==> src/rtl/tank_level_reader_pkg.sv <==
`default_nettype none
// ============================================================================
//  Module   : tank_level_reader_pkg
//  Purpose  : Shared level encodings, FSM state encoding and the sensor
//             pattern decoder used by the tank level reader.
//  Revision : 1.0  initial release
// ============================================================================
package tank_level_reader_pkg;

    localparam logic [1:0] LEVEL_EMPTY = 2'b00;
    localparam logic [1:0] LEVEL_LOW   = 2'b01;
    localparam logic [1:0] LEVEL_MID   = 2'b10;
    localparam logic [1:0] LEVEL_HIGH  = 2'b11;

    typedef enum logic [1:0] {
        WAIT  = 2'b00,
        VALID = 2'b01,
        FAULT = 2'b10
    } state_t;

    typedef struct packed {
        logic       consistent;
        logic [1:0] level;
    } decode_t;

    // Probes are wetted bottom-up, so only thermometer patterns are physical.
    function automatic decode_t decode_pattern(input logic [2:0] pattern);
        decode_t result;
        result.consistent = 1'b1;
        result.level      = LEVEL_EMPTY;
        case (pattern)
            3'b000:  result.level = LEVEL_EMPTY;
            3'b001:  result.level = LEVEL_LOW;
            3'b011:  result.level = LEVEL_MID;
            3'b111:  result.level = LEVEL_HIGH;
            default: result.consistent = 1'b0;
        endcase
        return result;
    endfunction

endpackage
`default_nettype wire

==> src/rtl/tank_level_reader_sync_2ff.sv <==
`default_nettype none
// ============================================================================
//  Module   : sync_2ff
//  Purpose  : 1-bit two-stage synchronizer with asynchronous active-high
//             reset, for bringing a probe flag into the clock domain.
//  Revision : 1.0  initial release
// ============================================================================
module sync_2ff (
    input  logic clock,
    input  logic reset,
    input  logic d_i,
    output logic q_o
);

    logic meta_q;
    logic sync_q;

    // Two flops in series; the first may go metastable, the second settles it.
    always_ff @(posedge clock or posedge reset) begin
        if (reset) begin
            meta_q <= 1'b0;
            sync_q <= 1'b0;
        end else begin
            meta_q <= d_i;
            sync_q <= meta_q;
        end
    end

    assign q_o = sync_q;

endmodule
`default_nettype wire

==> src/rtl/tank_level_reader.sv <==
`default_nettype none
// ============================================================================
//  Module   : tank_level_reader
//  Purpose  : Synchronizes three tank probes, debounces the combined pattern
//             and reports an accepted level, validity, fault and a change
//             pulse, all from registers.
//  Revision : 1.0  initial release
// ============================================================================
module tank_level_reader
    import tank_level_reader_pkg::*;
#(
    parameter int DEBOUNCE_CYCLES = 4
) (
    input  logic       clock,
    input  logic       reset,
    input  logic       sensor_low,
    input  logic       sensor_mid,
    input  logic       sensor_high,
    output logic [1:0] level,
    output logic       level_valid,
    output logic       fault,
    output logic       changed
);

    localparam int CNT_W = (DEBOUNCE_CYCLES > 1) ? $clog2(DEBOUNCE_CYCLES) : 1;
    localparam logic [CNT_W-1:0] CNT_MAX = CNT_W'(DEBOUNCE_CYCLES - 1);

    logic [2:0] sensor_raw;
    logic [2:0] sample;

    assign sensor_raw = {sensor_high, sensor_mid, sensor_low};

    for (genvar gi = 0; gi < 3; gi++) begin : g_sync
        sync_2ff u_sync (
            .clock (clock),
            .reset (reset),
            .d_i   (sensor_raw[gi]),
            .q_o   (sample[gi])
        );
    end

    // ------------------------------------------------------------------
    // Debounce: candidate pattern, stability counter and a flag that
    // limits acceptance to one event per stable period.
    // ------------------------------------------------------------------
    logic [2:0]       cand_q, cand_d;
    logic [CNT_W-1:0] cnt_q, cnt_d;
    logic             done_q, done_d;
    logic             accept;

    // Debounce state register.
    always_ff @(posedge clock or posedge reset) begin
        if (reset) begin
            cand_q <= 3'b000;
            cnt_q  <= '0;
            done_q <= 1'b0;
        end else begin
            cand_q <= cand_d;
            cnt_q  <= cnt_d;
            done_q <= done_d;
        end
    end

    // Restart on any differing sample, count while stable, accept once at saturation.
    always_comb begin
        cand_d = cand_q;
        cnt_d  = cnt_q;
        done_d = done_q;
        accept = 1'b0;
        if (sample != cand_q) begin
            cand_d = sample;
            cnt_d  = '0;
            done_d = 1'b0;
        end else if (cnt_q != CNT_MAX) begin
            cnt_d = cnt_q + CNT_W'(1);
        end else if (!done_q) begin
            accept = 1'b1;
            done_d = 1'b1;
        end
    end

    // ------------------------------------------------------------------
    // Output FSM. Outputs are held in registers alongside the state so
    // they update on the same edge as the accept.
    // ------------------------------------------------------------------
    state_t     state_q, state_d;
    logic [1:0] level_q, level_d;
    logic       valid_q, valid_d;
    logic       fault_q, fault_d;
    logic       changed_q, changed_d;
    decode_t    dec;

    // On an accept edge the candidate equals the current sample.
    assign dec = decode_pattern(cand_q);

    // State and output registers.
    always_ff @(posedge clock or posedge reset) begin
        if (reset) begin
            state_q   <= WAIT;
            level_q   <= LEVEL_EMPTY;
            valid_q   <= 1'b0;
            fault_q   <= 1'b0;
            changed_q <= 1'b0;
        end else begin
            state_q   <= state_d;
            level_q   <= level_d;
            valid_q   <= valid_d;
            fault_q   <= fault_d;
            changed_q <= changed_d;
        end
    end

    // Next state and outputs; change pulses only when something visible moves.
    always_comb begin
        state_d   = state_q;
        level_d   = level_q;
        valid_d   = valid_q;
        fault_d   = fault_q;
        changed_d = 1'b0;
        if (accept) begin
            if (dec.consistent) begin
                state_d   = VALID;
                level_d   = dec.level;
                valid_d   = 1'b1;
                fault_d   = 1'b0;
                changed_d = (state_q != VALID) || (level_q != dec.level);
            end else begin
                state_d   = FAULT;
                valid_d   = 1'b0;
                fault_d   = 1'b1;
                changed_d = (state_q != FAULT);
            end
        end
    end

    assign level       = level_q;
    assign level_valid = valid_q;
    assign fault       = fault_q;
    assign changed     = changed_q;

endmodule
`default_nettype wire

==> config.mk <==
export PLATFORM = sky130hd
export DESIGN_NAME = tank_level_reader
export DESIGN_NICKNAME = d
export VERILOG_FILES = /design/src/rtl/tank_level_reader_pkg.sv /design/src/rtl/tank_level_reader_sync_2ff.sv /design/src/rtl/tank_level_reader.sv
export SDC_FILE = /design/constraint.sdc
export NUM_CORES = 1
export LEC_CHECK = 0
export ABC_AREA = 1
export BUFFER_PORTS_ARGS = -buffer_cell sky130_fd_sc_hd__buf_2
export CORE_MARGIN = 5
export CORE_UTILIZATION = 35
export CTS_CLUSTER_DIAMETER = 80
export CTS_CLUSTER_SIZE = 25
export DETAILED_ROUTE_END_ITERATION = 10
export GPL_ROUTABILITY_DRIVEN = 0
export PLACE_DENSITY = 0.67
export SLEW_MARGIN = 10
export SYNTH_ARGS = -nofsm -noshare
export SYNTH_HDL_FRONTEND = slang
export SYNTH_SLANG_ARGS = --single-unit
==> constraint.sdc <==
create_clock -name clock -period 1.1 [get_ports clock]
set_input_delay 0.11 -clock clock [delete_from_list [all_inputs] [get_ports clock]]
set_output_delay 0.11 -clock clock [all_outputs]
set_load 0.005 [all_outputs]
=== After elaboration in Yosys (flattened, before gate mapping) ===
Cells that the tools add are included.
Widths: inputs -> output; s select.

* Register bits: 19
* Output and inout port bits: 5
* Word-level logic and storage cells: 43
* Bits of input ports: 5

* Muxes and demuxes: 14
* Equal/unequal tests: 9
* Add/subtract/negate cells: 1
* Reduce and logical (&&, ||, !) cells: 5

{| class="wikitable"
|+ Operators with widths
! operator !! number
|-
| $mux 1 || 10
|-
| $mux 2 || 3
|-
| $ne 2x2->1 const B || 3
|-
| $pmux 2 s3 || 1
|-
| $reduce_or 4->1 || 1
|-
| $eq 3x1->1 const B || 1
|-
| $eq 3x2->1 const B || 1
|-
| $eq 3x3->1 const B || 1
|-
| $logic_not 3->1 || 1
|-
| $ne 3x3->1 || 1
|-
| $add 2x1->2 const B || 1
|-
| $ne 2x1->1 const B || 1
|-
| $ne 2x2->1 || 1
|-
| $reduce_and 2->1 || 1
|-
| $reduce_bool 2->1 || 1
|-
| $logic_or 1x1->1 || 1
|}

=== Depth between registers and ports, before layout ===
* Word-level depth: 6
* Depth in mapped cells: 7
* Mapped depth without buffers: 7

=== Hierarchy ===
From an unflattened synthesis, not the netlist that was laid out.

* Cell total of the unflattened synthesis: 84
* Area, all modules: 767.0 um^2

{| class="wikitable"
|+ By module, submodules not included
! module !! area an instance (um^2) !! instances !! cells each !! sequential area each (um^2)
|-
| tank_level_reader || 605.6 || 1 || 75 || 275.3
|-
| sync_2ff || 53.8 || 3 || 3 || 50.0
|}

=== Least setup slack after synthesis ===
OpenSTA, ideal clock, no wires.

* Kind: reg-to-reg
* Start point: register cnt_q[0]
* End point: register changed_q, in the netlist changed
* Arrival time: 1022 ps
* Period minus slack after synthesis: 1093 ps
* Setup time: 71 ps
* Cell stages (with the launch flop): 8
* Path buffers: 0
* Slack: 7 ps
* Required time: 1029 ps
* Cells stage by stage: dfrtp_1 -> ha_1 -> inv_1 -> nor2_1 -> inv_1 -> nor2_4 -> nand2_1 -> nor2_1

* Cells in the longest elaborated chain, start to end: 4

{| class="wikitable"
|+ Ends and longest elaborated chain
! item !! line !! RTL
|-
| from (decl) || tank_level_reader.sv:47 || <nowiki>logic [CNT_W-1:0] cnt_q, cnt_d;</nowiki>
|-
| from (signal assigned) || tank_level_reader.sv:59 || <nowiki>cnt_q <= cnt_d;</nowiki>
|-
| $ne 2x2->1 || tank_level_reader.sv:74 || <nowiki>end else if (cnt_q != CNT_MAX) begin</nowiki>
|-
| $mux 1 || tank_level_reader.sv:74 ||
|-
| $mux 1 || tank_level_reader.sv:70 || <nowiki>if (sample != cand_q) begin</nowiki>
|-
| $mux 1 || tank_level_reader.sv:120 || <nowiki>if (accept) begin</nowiki>
|-
| named net changed_d || tank_level_reader.sv:90 || <nowiki>logic changed_q, changed_d;</nowiki>
|-
| to (signal assigned) || tank_level_reader.sv:109 || <nowiki>changed_q <= changed_d;</nowiki>
|-
| to (decl) || tank_level_reader.sv:90 ||
|}

The timed path passes the listed nets, and every way through them passes these cells.
A chain may end at the register's enable or synchronous reset.

=== Final worst setup path ===
* Start point: register cand_q[2]
* End point: register done_q

* Cells in the longest elaborated chain, start to end: 2
* Elaborated cells on any way between the ends: 3
* Classes of those cells: 2 x eq/ne; 1 x mux

{| class="wikitable"
|+ Ends and longest elaborated chain
! item !! line !! RTL
|-
| from (decl) || tank_level_reader.sv:46 || <nowiki>logic [2:0] cand_q, cand_d;</nowiki>
|-
| from (signal assigned) || tank_level_reader.sv:58 || <nowiki>cand_q <= cand_d;</nowiki>
|-
| $ne 3x3->1 * || tank_level_reader.sv:70 ||
|-
| $ne 2x2->1 (no line) / $mux 1 (equally long branches) || n/a ||
|-
| to (signal assigned) || tank_level_reader.sv:60 || <nowiki>done_q <= done_d;</nowiki>
|-
| to (decl) || tank_level_reader.sv:48 || <nowiki>logic done_q, done_d;</nowiki>
|}

Mark *: on every way between the ends. The rest lies on a longest branch, timed or not.

==> results.sh <==
export IMPL_status="complete, but fails checks"
export IMPL_violations="negative setup slack"
export IMPL_grt_pass1_wl_mm=2.37
export IMPL_cts_tree="done"
export IMPL_switching_share=0.240
export IMPL_max_vdd_ir_drop_uv=834
export IMPL_final_critical_path_setup_slack_ns=-0.0687
export IMPL_final_cell_mix="nand2_1 (24), dfrtp_1 (15), inv_1 (11), buf_2 (9), buf_4 (8)"
export IMPL_syn_inst=87
export IMPL_io_buffer_count=9
export IMPL_vias_per_cell=4.44
export IMPL_num_antenna_cells=0
export IMPL_dp_hpwl_um=964
export IMPL_pin_count=10
export IMPL_pwr_density_cell_nw_per_um2=1140
export IMPL_fill_cells=197
export IMPL_leakage_nw=0.491
export IMPL_synth_cell_types=17
export IMPL_worstSetupStartpointType="flip-flop"
export IMPL_slowest_stage="dfrtp_1"
export IMPL_final_common_cell="nand2_1"
export IMPL_dr_pass1_iters=4
export IMPL_hold_ws_ns=0.354
export IMPL_rsz0062_at_grt="true"
export IMPL_core_area_um2=2000
export IMPL_clock_latency_ns=0.28
export IMPL_seqPwrFrac=0.598
export IMPL_drt_iter0_drc=3
export IMPL_setup_tns_ns=-0.310
export IMPL_grt_max_degree=18
export IMPL_finalCriticalPeriod_ns=1.17
export IMPL_path_delay_family="flip-flops"
export IMPL_ys_seq_elements=17
export IMPL_drv_cap=0
export IMPL_cts_buffers=3
export IMPL_regArea_um2=428
export IMPL_antenna_found_initial=0
export IMPL_crit_path_end_kind="flip-flop"
export IMPL_fmax_mhz=856
export IMPL_syn2layout_area_growth_pct=29.4
export IMPL_worstPathMaxFanout=3
export IMPL_dieWidth_um=56.4
export IMPL_cts_clk_slew_worst_paths_ns=0.10
export IMPL_wl_mm=1.31
export IMPL_grt_remaining_overflow=0
export IMPL_start_util=0.376
export IMPL_power_share_combinational=0.110
export IMPL_drt_wirelength_per_cell_um=9.62
export IMPL_final_cells=136
export IMPL_cp_arrival_ns=1.40
export IMPL_synth_seq_area_share=0.565
export IMPL_multi_input_area_um2=282
export IMPL_crit_path_frequent_cell="buf_4"
export IMPL_relSlewSlack=0.857
export IMPL_synth_warnings=0
export IMPL_hold_violations=0
export IMPL_drive_gt1_frac=0.339
export IMPL_fin_nets=116
export IMPL_p_int_mw=0.846
export IMPL_worstMarginPinSlew_ns=0.215
export IMPL_fp_dieH_um=56.4
export IMPL_cp_cell_sequence="inv_2 -> nand2_1 -> nand2_2 -> nand3_2 -> buf_4 -> buf_4 -> nor2_1"
export IMPL_setup_viol_count_final=8
export IMPL_grt_use_total=0.0940
export IMPL_ant_nets=0
export IMPL_drc=0
export IMPL_path_class="reg -> reg"
export IMPL_fin_skew_ns=0.00867
export IMPL_cts_sinks=17
export IMPL_core_rowCount=16
export IMPL_synth_area_um2=753
export IMPL_clockRootBuffer="clkbuf_4"
export IMPL_dieArea_um2=3180
export IMPL_p_clk_frac=0.292
export IMPL_hold_path_class="reg -> reg"
export IMPL_num_vias=604
export IMPL_cp_num_buf_inv=3
export IMPL_p_switching_mw=0.267
export IMPL_min_period_over_period=1.06
export IMPL_grt_pass1_vias=573
export IMPL_drv_slew=0
export IMPL_placed_cells=126
export IMPL_cp_slowest_stage_delay_ns=0.41
export IMPL_clockBufferDepth=2
export IMPL_cp_required_ns=1.33
export IMPL_final_util=0.487
export IMPL_htree_levels=1
export IMPL_power_mw=1.11
export IMPL_syn_num_nets=93
export IMPL_syn_avg_cell_area_um2=8.66
## synth_stat cells, drive strengths merged
library cell	n	share of area
dfrtp	17	0.56
clkbuf	3	0.015
nor2	9	0.061
o211ai	1	0.010
nand3	5	0.040
nand2	26	0.14
o21ai	6	0.045
xnor2	2	0.023
nand4	1	0.0083
inv	16	0.080
ha	1	0.017
## layout make-up
cell class	instances	share of cell area
clock buffer	4	0.0270
inverter	16	0.0616
tap	27	0.0347
timing repair buffer	21	0.149
multi-input combinational	51	0.289
sequential	17	0.439
## timing repair
action / 4_1_cts / 5_1_grt
setup endpoints to repair: 7 / 8
endpoints found under the hold margin: 20 / 0
pin swaps: 5 / 6
hold buffers: 4 / 0
setup buffers: 1 / 1
resized for setup: 2 / 8
## layer usage
layer / wire [µm] / track usage / up-vias
li1: - / - / 304
met1: 582 / 0.119 / 290
met2: 645 / 0.140 / 8
met3: 67 / 0.0344 / 2
met4: 12 / 0.0475 / 0
met5: 0 / 0 / -
## stage by stage
step / setup WS, ns / instance area, µm²
after floorplan: 0.00688 / 753
after global placement: -0.0675 / 866
after detailed placement: -0.0816 / 866
after CTS: -0.0854 / 941
after global routing: -0.186 / 975
final: -0.0687 / 975
## worst paths after layout
check | start | endpoint | slack (ns) | cells past startpoint
hold / removal | g_sync[0].u_sync.meta_q$_DFF_PP0_ | g_sync[0].u_sync.q_o$_DFF_PP0_ | 0.35 | 0
min in group asynchronous | reset | cnt_q[1]$_DFFE_PP0P_ | 0.36 | 4
setup reg to reg | cand_q[2]$_DFFE_PP0N_ | done_q$_DFFE_PP0P_ | -0.07 | 7
max in group asynchronous | reset | cand_q[1]$_DFFE_PP0N_ | 0.53 | 4
setup / recovery | cand_q[2]$_DFFE_PP0N_ | done_q$_DFFE_PP0P_ | -0.07 | 7
hold reg to reg | g_sync[0].u_sync.meta_q$_DFF_PP0_ | g_sync[0].u_sync.q_o$_DFF_PP0_ | 0.35 | 0
## cell families after synthesis
group / count (synthesis) / synth area share
DFF: 17 / 0.565
AOI/OAI and AO/OA: 7 / 0.0548
buffers and inverters: 19 / 0.0947
adders and majority gates: 1 / 0.0166
and+or+nand+nor: 41 / 0.246
xor gates and xnor gates: 2 / 0.0233
## state kept, by name (all words and copies together), names as in the netlist
register / cells
cand_q: 3
changed: 1
cnt_q: 2
done_q: 1
g_sync.u_sync.meta_q: 3
g_sync.u_sync.q_o: 3
level: 2
state_q: 2
## power by group through the flow
stage	Sequential (mW)	Combinational, mW	Clock (mW)
floorplan	0.673	0.0672	0
global placement	0.674	0.0976	0
detailed placement	0.675	0.101	0
CTS	0.663	0.115	0.342
global route	0.669	0.140	0.374
finish	0.665	0.122	0.325
(Power assumes the default switching activity.)
